$ cat src/rtl/modn_counter_if.sv
// Control and status bundle for modn_counter_gen.
// MODN_WRAP_CNT_EN adds the 16-bit wraps status field.
interface modn_counter_if #(
    parameter int WIDTH = 4
);
    logic             en;
    logic [1:0]       mode;
    logic             up_dn;
    logic             load;
    logic [WIDTH-1:0] load_val;
    logic [WIDTH-1:0] out;
    logic             tc;
    logic             load_err;
`ifdef MODN_WRAP_CNT_EN
    logic [15:0]      wraps;

    modport master (
        output en, mode, up_dn, load, load_val,
        input  out, tc, load_err, wraps
    );
    modport slave (
        input  en, mode, up_dn, load, load_val,
        output out, tc, load_err, wraps
    );
`else
    modport master (
        output en, mode, up_dn, load, load_val,
        input  out, tc, load_err
    );
    modport slave (
        input  en, mode, up_dn, load, load_val,
        output out, tc, load_err
    );
`endif
endinterface

$ cat src/rtl/modn_counter_gen.sv
// Modulo-N counter with up/down/external/bounce modes, clamped load and terminal count.
// Optional MODN_WRAP_CNT_EN adds a saturating count of terminal-count cycles.
//
// dir   | meaning
// DIR_UP | bounce mode is counting upward, turns at N-1
// DIR_DN | bounce mode is counting downward, turns at 0
module modn_counter_gen #(
    parameter int N     = 10,
    parameter int WIDTH = 4
) (
    input  logic           clk,
    input  logic           reset,
    modn_counter_if.slave  bus
);
    localparam logic [WIDTH-1:0] MAX_VAL = WIDTH'(N - 1);
    localparam logic [WIDTH:0]   N_EXT   = (WIDTH + 1)'(N);
    localparam logic [WIDTH-1:0] ONE     = WIDTH'(1);

    typedef enum logic {
        DIR_UP = 1'b0,
        DIR_DN = 1'b1
    } dir_t;

    logic [WIDTH-1:0] out_q;
    dir_t             dir;
    logic             load_err_q;

    logic             up_active;
    logic             at_max;
    logic             at_zero;
    logic             in_range;
    logic [WIDTH-1:0] inc_val;
    logic [WIDTH-1:0] dec_val;
    logic [WIDTH-1:0] count_next;
    dir_t             dir_next;
    logic             tc_int;

    assign at_max   = (out_q == MAX_VAL);
    assign at_zero  = (out_q == '0);
    assign in_range = ({1'b0, bus.load_val} < N_EXT);

    // Explicit wrap keeps N = 2^WIDTH correct without relying on natural overflow
    assign inc_val = at_max  ? '0      : out_q + ONE;
    assign dec_val = at_zero ? MAX_VAL : out_q - ONE;

    always_comb begin
        up_active = 1'b1;
        case (bus.mode)
            2'b00:   up_active = 1'b1;
            2'b01:   up_active = 1'b0;
            2'b10:   up_active = bus.up_dn;
            default: up_active = (dir == DIR_UP);
        endcase
    end

    always_comb begin
        count_next = up_active ? inc_val : dec_val;
        dir_next   = dir;
        if (bus.mode == 2'b11) begin
            if (dir == DIR_UP && at_max) begin
                count_next = MAX_VAL - ONE;
                dir_next   = DIR_DN;
            end else if (dir == DIR_DN && at_zero) begin
                count_next = ONE;
                dir_next   = DIR_UP;
            end
        end
    end

    assign tc_int = !reset && bus.en && !bus.load &&
                    ((at_max && up_active) || (at_zero && !up_active));

`ifdef MODN_WRAP_CNT_EN
    logic [15:0] wraps_q;
`endif

    always_ff @(posedge clk) begin
        if (reset) begin
            out_q      <= '0;
            dir        <= DIR_UP;
            load_err_q <= 1'b0;
        end else if (bus.load) begin
            out_q      <= in_range ? bus.load_val : MAX_VAL;
            load_err_q <= !in_range;
        end else if (bus.en) begin
            out_q      <= count_next;
            dir        <= dir_next;
            load_err_q <= 1'b0;
        end else begin
            load_err_q <= 1'b0;
        end
`ifdef MODN_WRAP_CNT_EN
        if (reset) begin
            wraps_q <= '0;
        end else if (tc_int && wraps_q != 16'hFFFF) begin
            wraps_q <= wraps_q + 16'd1;
        end
`endif
    end

    assign bus.out      = out_q;
    assign bus.tc       = tc_int;
    assign bus.load_err = load_err_q;
`ifdef MODN_WRAP_CNT_EN
    assign bus.wraps    = wraps_q;
`endif

endmodule

$ cat src/flat_wrapper.sv
// flat-port wrapper written by rule: the top's interface ports become plain ports
module modn_counter_gen_flat 
#(
    parameter int N     = 10,
    parameter int WIDTH = 4
)
  (clk, reset, bus_en, bus_mode, bus_up_dn, bus_load, bus_load_val, bus_out, bus_tc, bus_load_err);
  modn_counter_if #(.WIDTH(WIDTH)) bus_i ();
  input  logic clk;
  input  logic reset;
  input wire logic [$bits(bus_i.en)-1:0] bus_en;
  input wire logic [$bits(bus_i.mode)-1:0] bus_mode;
  input wire logic [$bits(bus_i.up_dn)-1:0] bus_up_dn;
  input wire logic [$bits(bus_i.load)-1:0] bus_load;
  input wire logic [$bits(bus_i.load_val)-1:0] bus_load_val;
  output wire logic [$bits(bus_i.out)-1:0] bus_out;
  output wire logic [$bits(bus_i.tc)-1:0] bus_tc;
  output wire logic [$bits(bus_i.load_err)-1:0] bus_load_err;
  assign bus_i.en = bus_en;
  assign bus_i.mode = bus_mode;
  assign bus_i.up_dn = bus_up_dn;
  assign bus_i.load = bus_load;
  assign bus_i.load_val = bus_load_val;
  assign bus_out = bus_i.out;
  assign bus_tc = bus_i.tc;
  assign bus_load_err = bus_i.load_err;
  modn_counter_gen #(.N(N), .WIDTH(WIDTH)) u_core (.clk(clk), .reset(reset), .bus(bus_i));
endmodule
$ cat config.mk
export PLATFORM = sky130hd
export DESIGN_NAME = modn_counter_gen_flat
export DESIGN_NICKNAME = d
export VERILOG_FILES = /design/src/rtl/modn_counter_if.sv /design/src/rtl/modn_counter_gen.sv /design/src/flat_wrapper.sv
export SDC_FILE = /design/constraint.sdc
export NUM_CORES = 1
export LEC_CHECK = 0
export BUFFER_PORTS_ARGS = -buffer_cell sky130_fd_sc_hd__buf_2
export CAP_MARGIN = 0
export CORE_ASPECT_RATIO = 1.5
export CORE_UTILIZATION = 30
export DETAILED_ROUTE_END_ITERATION = 6
export GPL_TIMING_DRIVEN = 1
export HOLD_SLACK_MARGIN = 0.1
export PLACE_DENSITY = 0.53
export REMOVE_ABC_BUFFERS = 1
export SETUP_SLACK_MARGIN = 0.3
export SLEW_MARGIN = 20
export SYNTH_ARGS = -nofsm -noshare
export SYNTH_HDL_FRONTEND = slang
export SYNTH_SLANG_ARGS = --single-unit
$ cat constraint.sdc
create_clock -name clk -period 1.8 [get_ports clk]
set_clock_uncertainty 0.05 [all_clocks]
set_input_delay 0.27 -clock clk [delete_from_list [all_inputs] [get_ports clk]]
set_output_delay 0.27 -clock clk [all_outputs]
set_load 0.05 [all_outputs]
==> results.py, run 1 <==
metrics = {
    "power_and_ir_drop": {
        "pwr-share-comb_pct": 46.9,
        "p_int_mw": 0.344,
        "powerDensity_nw_per_um2": 597,
        "clkPwrFrac_pct": 25.6,
        "power.switching_mw": 0.218,
        "power_frac_seq_pct": 27.4,
        "total_leakage_power_nw": 0.394,
        "swShare_pct": 38.7,
        "ir_drop_uv": 278,
    },
    "grt": {
        "grt_pass1_wl_um": 3060,
        "grt_max_degree": 10,
        "grt_antenna_before_repair": 0,
        "grt_overflow": 0,
        "grt_usage_pct": 20.0,
        "grt_pass1_vias": 722,
    },
    "timing": {
        "rsz0062_at_grt": "yes",
        "tightest_slew_ns": 0.307,
        "hold_violations": 0,
        "setup_viol": 2,
        "period_share_pct": 107,
        "final.min_clock_period_ns": 1.92,
        "slew_headroom_pct": 79.4,
        "fmax_ghz": 0.520,
        "whs_ns": 0.225,
        "slew_viol_final": 0,
        "fin_ws_ns": -0.123,
    },
    "logic_synthesis": {
        "ys_warn_count": 0,
        "yosys_most_used_dff": "dfxtp_1",
        "yosysTopAreaCellShare_pct": 19.8,
        "yosysTopAreaCell": "dfxtp_1",
        "synth_cells": 76,
        "syn_area_per_cell_sq_um": 7.98,
        "synthTopCellsByArea": "dfxtp_1 20%, a21oi_1 4.1%, a21o_1 3.7%",
        "synth_seq_cells": 6,
        "yosysUniqueCellTypes": 41,
        "async_reset_ff_share_pct": 0,
        "synth_edf_count": 0,
        "ys_seq_area_share_pct": 19.8,
        "netlist_area_sq_um": 607,
    },
    "die": {
        "core_area_sq_um": 1880,
        "std_cell_rows": 19,
        "die_area_sq_um": 2210,
        "initial_utilization_pct": 32.3,
        "ios": 17,
        "die_y_um": 57.1,
        "die_w_um": 38.7,
    },
    "placed_design": {
        "routabilityCongestion": 0.826,
        "dp_hpwl_um": 1430,
        "dpl.cell_count": 124,
        "portBuffers": 16,
    },
    "worst_setup_path": {
        "crit_start": "u_core.bus.out[2]",
        "path_buf_inv": 1,
        "crit_slowest_cell": "dfxtp_2",
        "r2r_start": "u_core.bus.out[0]",
        "endpoint": "bus_tc",
        "arrival_ns": 1.60,
        "rrSetupSlack_ns": -0.01,
        "crit_required_ns": 1.48,
        "rr_endpoint": "u_core.bus.out[3]",
        "cp.depth": 5,
        "path_class": "reg -> out",
        "crit_family": "simple AND/OR/NAND/NOR gates",
        "cpPeakStageDelay_ns": 0.33,
        "cp_cell_sequence": "and2b_2 > nor3b_4 > mux2i_1 > nor4b_2 > buf_4",
        "startpoint_type": "flop",
        "crit_fanout": 4,
        "end_kind": "output port",
        "reg2reg_depth": 5,
    },
    "detailed_routing": {
        "num_vias": 776,
        "drt-initial-drc-count": 29,
        "vias_per_cell": 5.79,
        "detail_route.first_pass.iterations": 4,
        "ant_nets": 0,
        "wl_um": 2060,
        "routedWlPerCell_um": 15.4,
        "drc_errors": 0,
    },
    "clock_network": {
        "cts_made_buffers": 3,
        "cts-root-buf": "clkbuf_4",
        "clkSinkCount": 6,
        "clock_tree.buffer_depth": 2,
        "hold_buffers": 0,
        "clkLatencyLatePin_ns": 0.26,
        "cts_tree": "done",
        "htree_levels": 1,
        "path_clk_slew_ns": 0.06,
    },
    "layout": {
        "nNetsFinal": 126,
        "num_antenna_cells": 0,
        "finalNonFillerCells": 134,
        "area_growth_pct": 55.1,
        "final_core_util_pct": 50.1,
        "layout-drive-gt1-share_pct": 50.4,
    },
    "status": {
        "violations": "setup timing",
        "outcome": "finished with violations",
    },
    "flow_run": {
        "maxCapViolations": 0,
    },
    "hold_path": {
        "hp-class": "in -> reg",
    },
}
-- kinds of logic (layout without fill, tap and decap cells) --
group,count (synthesis),after routing,share of synthesized area (%)
muxes,2,2,5.36
buffers and inverters,8,45,7.63
AOI/OAI and AO/OA,28,28,32.4
DFF,6,6,19.8
xor gates and xnor gates,2,2,2.89
and+or+nand+nor,30,30,32.0
-- layout by cell type (no fill, tap or decap), types with 3 or more instances in the layout --
master     n
a21o_1     3
a21oi_1    4
buf_2     15
buf_4     21
clkbuf_4   3
inv_1      4
nor2_1     4
nor2b_1    3
nor3_1     4
o211ai_1   3
o21ai_0    3
-- layer usage --
metal / routed length (um) / GRT usage (%) / vias up
li1: - / - / 373
met1: 751 / 19.4 / 359
met2: 1120 / 35.5 / 37
met3: 107 / 2.33 / 7
met4: 76 / 14.8 / 0
met5: 0 / 0 / -
-- cells in the mapped netlist, drive strengths merged, types with 2 or more instances --
library cell,count
o21ai,6
nor2,4
nor2b,3
xnor2,2
a21o,3
o2111ai,2
nand2,2
a21oi,5
and2b,2
buf,4
nand3b,2
inv,4
nand2b,2
a311oi,2
dfxtp,6
o211ai,3
nor3,4
-- registers in the layout, indices dropped and copies added (netlist names) --
register / cells
u_core.bus.load_err: 1
u_core.bus.out: 4
u_core.dir: 1
-- metrics by stage --
step / total power [mW] / worst slack, ns / cell area [sq um] / setup TNS, ns
after floorplan: 0.281 / -1.49 / 576 / -1.61
after global placement: 0.375 / -0.0296 / 795 / -0.0296
after detailed placement: 0.374 / -0.0313 / 795 / -0.0313
after CTS: 0.535 / -0.162 / 873 / -0.162
after global routing: 0.594 / -0.163 / 941 / -0.227
final: 0.562 / -0.123 / 941 / -0.130
-- cell type report --
cell class                      instances  area [sq um]
Multi-Input combinational cell         62           492
Sequential cell                         6           130
Timing Repair Buffer                   38           255
Inverter                                4          15.0
Clock buffer                            3          22.5
Fill cell                             176           937
Tap cell                               21          26.3
-- how the worst min path moves through the flow --
stage / from / endpoint / slack (ns) / depth (start not counted)
floorplan: reset / u_core.dir / 0.29 / 1
global placement: reset / u_core.dir / 0.49 / 2
detailed placement: reset / u_core.dir / 0.49 / 2
CTS: reset / u_core.dir / 0.22 / 2
global route: reset / u_core.bus.load_err / 0.23 / 2
finish: reset / u_core.dir / 0.23 / 2
-- what timing repair did --
item                                    in CTS  in global routing
buffers inserted                             3                  4
endpoints found under the hold margin        0                  0
pin swaps                                    2                  4
endpoints found under the setup margin       4                  4
resized for setup                           11                  7
-- power by group through the flow --
stage          Combinational [mW]  Sequential [mW]  Clock, mW
2_1_floorplan              0.0874            0.194          0
3_3_place_gp                0.220            0.155          0
6_report                    0.264            0.154      0.144
4_1_cts                     0.239            0.153      0.143
5_1_grt                     0.283            0.155      0.155
3_5_place_dp                0.218            0.156          0
(Power assumes the default switching activity.)
==> run 2, diff against run 1 <==
==> constraint.sdc (replaced) <==
create_clock -name clk -period 2.32 [get_ports clk]
set_clock_uncertainty 0.05 [all_clocks]
set_input_delay 0.348 -clock clk [delete_from_list [all_inputs] [get_ports clk]]
set_output_delay 0.348 -clock clk [all_outputs]
set_load 0.05 [all_outputs]
==> run 2 against run 1 <==
  * Power shrank 28%
  * The run now ends clean
  * Global-route usage shrank 2.0 points
  * Die area is the same
  * Largest cell class unchanged
  * Critical endpoint unchanged
  * Clock power shrank 29%
==> results.py, run 2 (synthesis gave the netlist of run 1 again) <==
metrics = {
    "clock_network": {
        "htree_levels": 1,
        "cts_made_buffers": 3,
        "cts-root-buf": "clkbuf_4",
        "clkLatencyLatePin_ns": 0.26,
        "path_clk_slew_ns": 0.05,
        "clkSinkCount": 6,
        "cts_tree": "done",
        "clock_tree.buffer_depth": 2,
    },
    "die": {
        "initial_utilization_pct": 32.3,
        "die_y_um": 57.1,
        "core_area_sq_um": 1880,
        "die_area_sq_um": 2210,
        "ios": 17,
        "die_w_um": 38.7,
        "std_cell_rows": 19,
    },
    "power_and_ir_drop": {
        "powerDensity_nw_per_um2": 479,
        "power.switching_mw": 0.153,
        "clkPwrFrac_pct": 25.4,
        "swShare_pct": 38.0,
        "ir_drop_uv": 142,
        "p_int_mw": 0.249,
        "total_leakage_power_nw": 0.334,
        "power_frac_seq_pct": 31.0,
        "pwr-share-comb_pct": 43.5,
    },
    "worst_setup_path": {
        "cp_cell_sequence": "and2b_2 > nor3b_4 > mux2i_1 > nor4b_1 > buf_4",
        "startpoint_type": "flop",
        "crit_fanout": 3,
        "arrival_ns": 1.69,
        "rrSetupSlack_ns": 0.58,
        "rr_endpoint": "u_core.bus.out[3]",
        "crit_slowest_cell": "dfxtp_4",
        "r2r_start": "u_core.bus.out[2]",
        "cpPeakStageDelay_ns": 0.36,
        "path_class": "reg -> out",
        "crit_required_ns": 1.92,
        "end_kind": "output port",
        "reg2reg_depth": 4,
    },
    "placed_design": {
        "placed_area_sq_um": 719,
        "portBuffers": 16,
        "dpl.cell_count": 114,
        "routabilityCongestion": 0.752,
        "dp_hpwl_um": 1290,
    },
    "grt": {
        "grt_overflow": 0,
        "grt_usage_pct": 17.9,
        "grt_pass1_wl_um": 2780,
        "grt_pass1_vias": 622,
        "grt_max_degree": 12,
        "grt_antenna_before_repair": 0,
    },
    "layout": {
        "largest_reg_flops": 4,
        "fillerInstances": 193,
        "final_cell_mix": "15 x buf_2, 10 x buf_4, 5 x a21oi_1",
        "num_antenna_cells": 0,
        "area_growth_pct": 38.1,
        "fin_area_sq_um": 838,
        "nNetsFinal": 114,
        "layout_commonest_cell": "buf_2",
        "finalNonFillerCells": 122,
        "layout-drive-gt1-share_pct": 40.6,
    },
    "detailed_routing": {
        "drt-initial-drc-count": 11,
        "routedWlPerCell_um": 15.1,
        "vias_per_cell": 5.83,
        "ant_nets": 0,
        "wl_um": 1840,
        "detail_route.first_pass.iterations": 4,
        "num_vias": 711,
        "drc_errors": 0,
    },
    "timing": {
        "fmax_ghz": 0.478,
        "slew_headroom_pct": 79.4,
        "period_share_pct": 90.2,
        "hold_violations": 0,
        "slew_viol_final": 0,
        "rsz0062_at_grt": "yes",
        "setup_viol": 0,
        "setup-tns-final_ns": 0,
        "final.min_clock_period_ns": 2.09,
        "tightest_slew_ns": 0.305,
    },
    "hold_path": {
        "hold_path_depth": 2,
        "min_to": "u_core.bus.out[0]",
        "hp-class": "in -> reg",
        "min_from": "reset",
    },
    "flow_run": {
        "maxCapViolations": 0,
    },
    "status": {
        "outcome": "finished clean",
    },
}
-- run 2: repair_timing --
| action | in CTS | in global routing |
|---|---|---|
| hold buffers | 0 | 0 |
| cloned | 0 | 0 |
| endpoints found under the hold margin | 0 | 0 |
| buffers inserted | 0 | 5 |
| gates resized for setup | 5 | 9 |
| endpoints found under the setup margin | 1 | 1 |
| pin swaps | 0 | 1 |
-- run 2: metrics by stage --
stage / total power [mW] / utilization, % / setup WS (ns) / hold slack, ns
3_3_place_gp: 0.271 / 38.3 / 0.374 / 0.534
6_report: 0.402 / 44.6 / 0.228 / 0.292
4_1_cts: 0.377 / 40.4 / 0.265 / 0.294
5_1_grt: 0.426 / 44.6 / 0.196 / 0.312
2_1_floorplan: 0.218 / - / -1.05 / 0.370
3_5_place_dp: 0.271 / 38.3 / 0.325 / 0.527
-- run 2: worst max-delay path, delay by kind of cell (launching register included) --
family / cells / cell delay (ns)
flip-flops: 1 / 0.36
buffers and inverters: 1 / 0.25
AND/OR/NAND/NOR: 3 / 0.72
multiplexers: 1 / 0.11
-- run 2: layout make-up --
type	count	area, sq um	area share (%)
clock buffers	3	22.5	2.69
inverters	4	15.0	1.79
flip-flops and latches	6	134	16.0
repair buffers	26	170	20.3
well taps	21	26.3	3.13
multi-input cells	62	470	56.1
-- run 2: how the worst max path moves through the flow --
stage,end,cells after the start,from,slack (ns)
finish,bus_tc,5,u_core.bus.out[2],0.23
floorplan,bus_tc,4,u_core.bus.out[0],-1.05
detailed placement,bus_tc,5,u_core.bus.out[3],0.32
CTS,bus_tc,5,u_core.bus.out[2],0.26
global placement,bus_tc,5,u_core.bus.out[3],0.37
global route,bus_tc,5,u_core.bus.out[2],0.20
-- run 2: per-layer routing --
layer  GRT usage (%)  part of all wire (%)  up-vias  routed length (um)
met5               0                     0        -                   0
met4            13.3                   3.3        0                  60
met3            1.17                   3.6        5                  66
met2            29.0                    50       29                 917
met1            20.8                    43      331                 794
li1                -                     -      346                   -
-- run 2: power by group through the flow --
stage               clock network (mW)  logic, mW  registers, mW
global placement                     0      0.147          0.125
floorplan                            0     0.0678          0.150
detailed placement                   0      0.146          0.125
global route                     0.113      0.187          0.125
CTS                              0.103      0.149          0.125
finish                           0.102      0.175          0.125
